File: src/rtl/spi_flash_responder_pkg.sv
// Shared opcodes, FSM state encodings and small helpers for the SPI flash responder.
package spi_flash_responder_pkg;

    localparam logic [7:0] CMD_READ      = 8'h03;
    localparam logic [7:0] CMD_FAST_READ = 8'h0b;
    localparam logic [7:0] CMD_JEDEC_ID  = 8'h9f;

    typedef logic [2:0] state_t;

    localparam state_t ST_IDLE   = 3'd0;
    localparam state_t ST_CMD    = 3'd1;
    localparam state_t ST_ADDR   = 3'd2;
    localparam state_t ST_DUMMY  = 3'd3;
    localparam state_t ST_DATA   = 3'd4;
    localparam state_t ST_ID     = 3'd5;
    localparam state_t ST_IGNORE = 3'd6;

    // Bytes past the three ID bytes read back as zero.
    function automatic logic [7:0] jedec_byte(input logic [23:0] id, input logic [1:0] idx);
        logic [7:0] b;
        case (idx)
            2'd0:    b = id[23:16];
            2'd1:    b = id[15:8];
            2'd2:    b = id[7:0];
            default: b = 8'h00;
        endcase
        return b;
    endfunction

    function automatic logic drives_sdo(input state_t s);
        return (s == ST_DATA) || (s == ST_ID);
    endfunction

endpackage

File: src/rtl/spi_flash_responder_sync_1bit.sv
// Flop-chain synchroniser for one asynchronous SPI pin, with a configurable idle/reset level.
module spi_flash_responder_sync_1bit #(
    parameter int   STAGES  = 2,
    parameter logic RST_VAL = 1'b0
) (
    input  logic clk,
    input  logic rst,
    input  logic d,
    output logic q
);

    logic [STAGES-1:0] chain_reg;

    always_ff @(posedge clk) begin
        if (rst) begin
            chain_reg <= {STAGES{RST_VAL}};
        end else begin
            chain_reg <= {chain_reg[STAGES-2:0], d};
        end
    end

    assign q = chain_reg[STAGES-1];

endmodule

File: src/rtl/spi_flash_responder.sv
// SPI flash responder (mode 0) serving READ and JEDEC-ID from a byte-wide memory port.
// Optional FAST_READ (0x0B) support is enabled by defining SPI_FLASH_RESPONDER_FAST_READ_EN.
module spi_flash_responder
    import spi_flash_responder_pkg::*;
#(
    parameter int          W_ADDR      = 24,
    parameter logic [23:0] JEDEC_ID    = 24'hef4018,
    parameter int          SYNC_STAGES = 2
) (
    input  logic              clk,
    input  logic              rst,
    input  logic              spi_sclk,
    input  logic              spi_cs_n,
    input  logic              spi_sdi,
    output logic              spi_sdo,
    output logic              spi_sdo_oe,
    output logic [W_ADDR-1:0] mem_addr,
    output logic              mem_ren,
    input  logic [7:0]        mem_rdata,
    output logic              busy
);

    // Pin order {sdi, cs_n, sclk}; idle levels sclk=0, cs_n=1.
    localparam logic [2:0] SYNC_RST = 3'b010;

    logic [2:0] pins_raw;
    logic [2:0] pins_sync;
    logic       sclk_s, cs_n_s, sdi_s;

    assign pins_raw = {spi_sdi, spi_cs_n, spi_sclk};

    genvar gi;
    generate
        for (gi = 0; gi < 3; gi++) begin : g_sync
            spi_flash_responder_sync_1bit #(
                .STAGES  (SYNC_STAGES),
                .RST_VAL (SYNC_RST[gi])
            ) u_sync (
                .clk (clk),
                .rst (rst),
                .d   (pins_raw[gi]),
                .q   (pins_sync[gi])
            );
        end
    endgenerate

    assign sclk_s = pins_sync[0];
    assign cs_n_s = pins_sync[1];
    assign sdi_s  = pins_sync[2];

    state_t                 state_reg, state_next;
    logic                   sclk_prev_reg;
    logic [SYNC_STAGES-1:0] primed_reg;
    logic                   armed_reg;
    logic [4:0]             bit_cnt_reg;
    logic [6:0]             shift_in_reg;
    logic [22:0]            addr_reg;
    logic [7:0]             shift_out_reg;
    logic [7:0]             prefetch_reg;
    logic                   fast_reg;
    logic [W_ADDR-1:0]      mem_addr_reg;
    logic                   mem_ren_reg;
    logic                   ren_d_reg;
    logic                   sdo_reg;
    logic                   sdo_oe_reg;

    logic        sclk_rise, sclk_fall;
    logic [7:0]  opcode;
    logic [23:0] spi_addr;
    logic [7:0]  id_byte;

    assign sclk_rise = sclk_s & ~sclk_prev_reg;
    assign sclk_fall = ~sclk_s & sclk_prev_reg;
    assign opcode    = {shift_in_reg, sdi_s};
    assign spi_addr  = {addr_reg, sdi_s};
    assign id_byte   = jedec_byte(JEDEC_ID, bit_cnt_reg[4:3]);

    always_comb begin
        state_next = state_reg;
        if (cs_n_s) begin
            state_next = ST_IDLE;
        end else begin
            case (state_reg)
                // armed_reg blocks a frame already in progress when reset was released.
                ST_IDLE: if (armed_reg) state_next = ST_CMD;
                ST_CMD: begin
                    if (sclk_rise && bit_cnt_reg == 5'd7) begin
                        case (opcode)
                            CMD_READ:      state_next = ST_ADDR;
                            CMD_JEDEC_ID:  state_next = ST_ID;
`ifdef SPI_FLASH_RESPONDER_FAST_READ_EN
                            CMD_FAST_READ: state_next = ST_ADDR;
`else
                            CMD_FAST_READ: state_next = ST_IGNORE;
`endif
                            default:       state_next = ST_IGNORE;
                        endcase
                    end
                end
                ST_ADDR: begin
                    if (sclk_rise && bit_cnt_reg == 5'd23) begin
                        state_next = fast_reg ? ST_DUMMY : ST_DATA;
                    end
                end
                ST_DUMMY: if (sclk_rise && bit_cnt_reg == 5'd7) state_next = ST_DATA;
                default: ;
            endcase
        end
    end

    always_ff @(posedge clk) begin
        if (rst) begin
            state_reg     <= ST_IDLE;
            sclk_prev_reg <= 1'b0;
            primed_reg    <= '0;
            armed_reg     <= 1'b0;
            bit_cnt_reg   <= '0;
            shift_in_reg  <= '0;
            addr_reg      <= '0;
            shift_out_reg <= '0;
            prefetch_reg  <= '0;
            fast_reg      <= 1'b0;
            mem_addr_reg  <= '0;
            mem_ren_reg   <= 1'b0;
            ren_d_reg     <= 1'b0;
            sdo_reg       <= 1'b0;
            sdo_oe_reg    <= 1'b0;
        end else begin
            sclk_prev_reg <= sclk_s;
            primed_reg    <= {primed_reg[SYNC_STAGES-2:0], 1'b1};
            if (primed_reg[SYNC_STAGES-1] && cs_n_s) armed_reg <= 1'b1;
            state_reg  <= state_next;
            sdo_oe_reg <= drives_sdo(state_next);
            mem_ren_reg <= 1'b0;
            ren_d_reg   <= mem_ren_reg;
            if (ren_d_reg) prefetch_reg <= mem_rdata;

            if (cs_n_s) begin
                bit_cnt_reg <= '0;
                sdo_reg     <= 1'b0;
            end else begin
                case (state_reg)
                    ST_CMD: begin
                        if (sclk_rise) begin
                            shift_in_reg <= {shift_in_reg[5:0], sdi_s};
                            fast_reg     <= (state_next == ST_ADDR) && (opcode == CMD_FAST_READ);
                            bit_cnt_reg  <= (bit_cnt_reg == 5'd7) ? 5'd0 : bit_cnt_reg + 5'd1;
                        end
                    end
                    ST_ADDR: begin
                        if (sclk_rise) begin
                            addr_reg <= {addr_reg[21:0], sdi_s};
                            if (bit_cnt_reg == 5'd23) begin
                                bit_cnt_reg  <= '0;
                                mem_addr_reg <= spi_addr[W_ADDR-1:0];
                                mem_ren_reg  <= 1'b1;
                            end else begin
                                bit_cnt_reg <= bit_cnt_reg + 5'd1;
                            end
                        end
                    end
                    ST_DUMMY: begin
                        if (sclk_rise) begin
                            bit_cnt_reg <= (bit_cnt_reg == 5'd7) ? 5'd0 : bit_cnt_reg + 5'd1;
                        end
                    end
                    ST_DATA: begin
                        if (sclk_fall) begin
                            // Byte boundary: present the prefetched byte and fetch the next one.
                            if (bit_cnt_reg[2:0] == 3'd0) begin
                                shift_out_reg <= prefetch_reg;
                                sdo_reg       <= prefetch_reg[7];
                                mem_addr_reg  <= mem_addr_reg + W_ADDR'(1);
                                mem_ren_reg   <= 1'b1;
                            end else begin
                                shift_out_reg <= {shift_out_reg[6:0], 1'b0};
                                sdo_reg       <= shift_out_reg[6];
                            end
                            bit_cnt_reg <= {2'b00, bit_cnt_reg[2:0] + 3'd1};
                        end
                    end
                    ST_ID: begin
                        if (sclk_fall) begin
                            if (bit_cnt_reg[2:0] == 3'd0) begin
                                shift_out_reg <= id_byte;
                                sdo_reg       <= id_byte[7];
                            end else begin
                                shift_out_reg <= {shift_out_reg[6:0], 1'b0};
                                sdo_reg       <= shift_out_reg[6];
                            end
                            // Park in the fourth byte slot so trailing bytes stay zero.
                            bit_cnt_reg <= (bit_cnt_reg == 5'd31) ? 5'd24 : bit_cnt_reg + 5'd1;
                        end
                    end
                    default: ;
                endcase
            end
        end
    end

    assign spi_sdo    = sdo_reg;
    assign spi_sdo_oe = sdo_oe_reg;
    assign mem_addr   = mem_addr_reg;
    assign mem_ren    = mem_ren_reg;
    assign busy       = ~cs_n_s;

endmodule

File: config.mk
export PLATFORM = sky130hd
export DESIGN_NAME = spi_flash_responder
export DESIGN_NICKNAME = d
export VERILOG_FILES = /design/src/rtl/spi_flash_responder_pkg.sv /design/src/rtl/spi_flash_responder_sync_1bit.sv /design/src/rtl/spi_flash_responder.sv
export SDC_FILE = /design/constraint.sdc
export NUM_CORES = 1
export LEC_CHECK = 0
export BUFFER_PORTS_ARGS = -buffer_cell sky130_fd_sc_hd__buf_2
export CORE_MARGIN = 2
export CORE_UTILIZATION = 55
export DETAILED_ROUTE_END_ITERATION = 16
export PLACE_DENSITY = 0.75
export SKIP_CTS_REPAIR_TIMING = 1
export SLEW_MARGIN = 20
export SYNTH_ARGS = -nofsm -noshare
export SYNTH_HDL_FRONTEND = slang
export SYNTH_SLANG_ARGS = --single-unit
File: constraint.sdc
create_clock -name clk -period 2.5 [get_ports clk]
set_input_delay 0.125 -clock clk [delete_from_list [all_inputs] [get_ports clk]]
set_output_delay 0.125 -clock clk [all_outputs]
set_load 0.01 [all_outputs]
======== After elaboration in Yosys (flattened, before gate mapping) ========
Index checks and enable logic that the tools add are counted.
storage, ports and cells
  bits in latches ......................... 0
  bits in read-only memories .............. 0
  logic and storage cells ................. 106
  memories kept ........................... 0
  register bits ........................... 92
  input port bits ......................... 13
  bits in writable memories ............... 0
operators by class
  multiply operators ...................... 0
  eq/ne operators ......................... 22
  divide/modulo/power cells ............... 0
  shift operators ......................... 0
  multiplexer cells ....................... 38
  bitwise gates (word level) .............. 5
  magnitude comparators ................... 0
  add/sub/neg operators ................... 3
  reduce and logical (&&, ||, !) cells .... 19
operators with widths
  kind                   number
  $mux 24                4
  $pmux 24 s2            1
  $mux 5                 7
  $mux 7                 4
  $add 24x1->24 const B  1
  $pmux 8 s3             1
  $pmux 5 s4             1
  $mux 3                 6
  $pmux 7 s2             1
  $eq 3x3->1 const B     4
  $pmux 3 s4             1
  $eq 5x5->1 const B     2
  $ne 2x2->1 const B     5
  $eq 3x2->1 const B     3
  $mux 1                 9
  $reduce_and 3->1       3
  $eq 8x2->1 const B     1
  $eq 8x4->1 const B     1
  $eq 8x8->1 const B     1
  $logic_not 3->1        2
  $pmux 3 s2             1
  $reduce_and 6->1       1
  $add 5x1->5 const B    1
  $eq 5x3->1 const B     1
  other kinds (16)       25

======== Longest topological paths before layout ========
  word-level depth ........................ 8
  gate-level depth with buffers ........... 9
  gate-level depth less buffers ........... 9

======== Modules after synthesis ========
A second synthesis with hierarchy kept.
unflattened totals
  cell total of the unflattened synthesis .. 532
  area, all modules ....................... 4300.4 um^2
modules (own cells, without submodules)
  module                         sequential area each (um^2)  cells an instance  instances  area an instance (um^2)
  spi_flash_responder            1721.7                       520                1          4142.7
  spi_flash_responder_sync_1bit  40.0                         4                  3          52.6

======== Worst setup path before layout ========
Ideal clock, no wire load.
  kind .................................... register -> register
  from .................................... register mem_addr_reg[0] (netlist: mem_addr[0])
  to ...................................... register mem_addr_reg[22] (netlist: mem_addr[22])
  buffers on the path ..................... 1
  arrival time ............................ 1.878 ns
  setup slack ............................. 0.488 ns
  stages on the path, launching flop included .. 8
  data required time ...................... 2.366 ns
  clock period less this slack ............ 2.012 ns
  setup time .............................. 0.134 ns
  path through ............................ dfxtp_1 -> ha_1 -> nand3_1 -> or4_1 -> clkbuf_1 -> or3_1 -> o21ai_0 -> a211oi_1
on the way
  longest elaborated chain between the ends .. 4
RTL lines
  what                    line                        text
  from (decl)             spi_flash_responder.sv:61   logic [W_ADDR-1:0] mem_addr_reg;
  from (signal assigned)  spi_flash_responder.sv:155  mem_addr_reg <= spi_addr[W_ADDR-1:0];
  from (signal assigned)  spi_flash_responder.sv:173  mem_addr_reg <= mem_addr_reg + W_ADDR'(1);
  $add 24x1->24           spi_flash_responder.sv:173
  $mux 24                 spi_flash_responder.sv:170  if (bit_cnt_reg[2:0] == 3'd0) begin
  $mux 24                 spi_flash_responder.sv:168  if (sclk_fall) begin
  $pmux 24 s2             spi_flash_responder.sv:142  case (state_reg)
Every way passes these cells. The select of a mux whose other input is x is not followed.
A chain may end at the register's enable or synchronous reset.

======== Final worst setup path ========
  from .................................... register bit_cnt_reg[1]
  to ...................................... register mem_addr_reg[0] (netlist: mem_addr[0])
on the way
  longest elaborated chain between the ends .. 3
RTL lines
  what                                                  line                                                    text
  from (decl)                                           spi_flash_responder.sv:55                               logic [4:0] bit_cnt_reg;
  from (signal assigned)                                spi_flash_responder.sv:147                              bit_cnt_reg <= (bit_cnt_reg == 5'd7) ? 5'd0 : bit_cnt_reg + 5'd1;
  from (signal assigned)                                spi_flash_responder.sv:158                              bit_cnt_reg <= bit_cnt_reg + 5'd1;
  from (signal assigned)                                spi_flash_responder.sv:164                              bit_cnt_reg <= (bit_cnt_reg == 5'd7) ? 5'd0 : bit_cnt_reg + 5'd1;
  $eq 5x5->1 / $logic_not 3->1 (equally long branches)  spi_flash_responder.sv:153, spi_flash_responder.sv:170
  $ne 2x2->1 (no line)                                  -
  $reduce_and 6->1 (no line) *                          -
Every way passes the cells marked *; elsewhere a longest branch is shown, timed or not.

==> run metrics <==
drt first pass iters 5; leading post-synthesis cells by cell area dfxtp_1 (43%), nand2_1 (7.0%), a21oi_1 (6.7%); Boundary Pins 41; Synth Area in Simple Gates 26.4%; H-tree depth 3; placed wire-length estimate 6780 µm; routed vias 4,014; crit path max fanout 21; Cell Pwr Density 553 mW/mm²; Total GRT Usage 24.4%; Clock Path Buffers 2; largest family of logic cells by synthesized area simple AND/OR/NAND/NOR gates; core area 0.00765 mm²; Seq cells post-synth 92; cell taking the most area after synthesis dfxtp_1; Finish-stage setup viols 0; Die Area 0.00857 mm²; root buffer cell clkbuf_8; worst skew pair latency 360 ps; DRC Markers 0; DIE WIDTH 92.6 µm; Async SR Flop Fraction 0%; Sink Count 92; combinational fraction of design power 2.0%; CTS tree built; syn_nets 549; TritonCTS Buffers 9; crit path kind reg2reg; max cap viols 0; Synth Area in Adders 1.45%; hold slack -23.4 ps; Final ANT Viol Nets 0; row count 32; Buffers on Ports 40; failing checks negative hold slack; Final nets 577; fmax 441 MHz; RePlAce Congestion 0.856; average wire per standard cell 15.5 µm; Layout area overhead 12.5%; die height 92.6 µm; Commonest cells post-synth dfxtp_1 (92), nand2_1 (80), a21oi_1 (58); Tmin final 2270 ps; Worst-path clk slew 90 ps; Ys Warns 0; CP required 2790 ps; Slew @ Worst Pin 792 ps; sw power 575 µW; Post-synth EDFFs 0; share of the synthesized area in the top cell type 42.7%; drt initial violations 259; Largest register FFs 24; Synth Instances 531; post-route clock period utilization 90.8%; sequential share of the synthesized area 42.7%; Netlist Area Pre-Place 0.00431 mm²; Int Pwr 2110 µW; Leak 0.00170 µW; CP Capture Type flip-flop; Clock power frac 42.9%; Tightest Hold Check Type in2reg; final clock skew 14.5 ps; pin count of the biggest net entering global routing 77; switching share of power 21.4%; global-route wire length before repair 17,100 µm; Starting Density 56.4%; diodes inserted 0; Rel. slew slack 47.2%; gr ovfl total 0; vias in the first global route 3,720; Final Hold Viols 3; Setup crit start kind flip-flop; post-route setup TNS 0 ps; prevailing post-synth register cell dfxtp_1; area fraction in compound gates after synthesis 20.9%; crit path DAT 2560 ps; top-count cell post-synth dfxtp_1; share of layout cells above drive strength 1 14.9%; initial antenna violation count 0; Reg power frac 55.0%; Final Slew Violations 0; Routed WL 10,400 µm; RSZ-0062 raised after global routing false; fillcell total 690; DR vias/cell 6.03; Worst VDD drop 329 µV; XOR/XNOR Fraction of Synth Area 0.203%; syn avg cell area 8.12 µm²; mux share of post-synthesis cell area 3.71%; Netlist cell types 55; status finished, violations left
==> final timing paths <==
path	start	endpoint	slack [ps]	depth (start not counted)
min	spi_sclk	g_sync[0].u_sync.chain_reg[0]	-20	2
min reg2reg	g_sync[1].u_sync.chain_reg[0]	g_sync[1].u_sync.chain_reg[1]	410	1
max reg2reg	bit_cnt_reg[1]	mem_addr[0]	230	6
max	bit_cnt_reg[1]	mem_addr[0]	230	6
==> metal layers <==
metal	vias to the layer above	GRT usage (%)	part of all wire, %
li1	1976	-	-
met1	1894	32.8	48
met2	131	39.5	46
met3	13	3.34	4.9
met4	0	10.1	1.5
met5	-	0	0
==> kinds of logic (layout without fill, tap and decap cells) <==
| group | count (synthesis) | in the layout |
|---|---|---|
| xor gates and xnor gates | 1 | 1 |
| buffers and inverters | 48 | 81 |
| and+or+nand+nor | 228 | 228 |
| DFF | 92 | 92 |
| AOI/OAI and AO/OA | 141 | 141 |
| muxes | 16 | 16 |
| adders and majority gates | 5 | 5 |
==> stage by stage <==
stage	worst slack, ps	power (µW)	instance area [µm²]	instances	util, %
floorplan	488	1540	4310	531	-
global placement	335	1560	4590	647	60.0
detailed placement	301	1560	4590	647	60.0
CTS	267	2690	4820	663	63.1
global route	149	2760	4850	666	63.4
finish	231	2680	4850	666	63.4
==> layout make-up <==
cell class                 count  area, µm²  area share, %
clock buffer                  11        151           3.12
timing repair buffer          56        328           6.76
clock inverter                 5       83.8           1.73
sequential                    92       1840           38.0
tap                          102        128           2.63
multi-input combinational    391       2290           47.1
inverter                       9       33.8          0.696
==> critical path, cell delays in order (launching register included) <==
cell	delay, ps
dfxtp_1	390
ha_1	240
and4b_2	310
a2bb2oi_2	100
or4_4	640
or3_1	350
a31oi_1	150
==> power by group through the flow <==
stage               Sequential, µW  Clock, µW  Combinational, µW
floorplan                     1510          0               32.9
global placement              1510          0               49.3
detailed placement            1510          0               50.0
CTS                           1480       1170               51.0
global route                  1480       1220               59.7
finish                        1480       1150               54.2
==> placed cells by master, fill, tap and decap left out, drive strengths merged, types with 3 or more instances in the layout <==
cell	count
ha	5
nor4	5
dlygate4sd3	3
or4	8
a311oi	5
nand3	14
buf	53
o22ai	3
a211oi	13
inv	9
clkbuf	11
a21oi	58
nand3b	4
o32ai	3
nor2	47
nand2	80
mux2i	16
o221a	3
o21ai	20
nor2b	11
or3	5
dfxtp	92
nand2b	8
o31ai	7
o211ai	7
nand4	16
nor3	17
a31oi	7
Note: power is estimated with default switching activity, not from simulation.
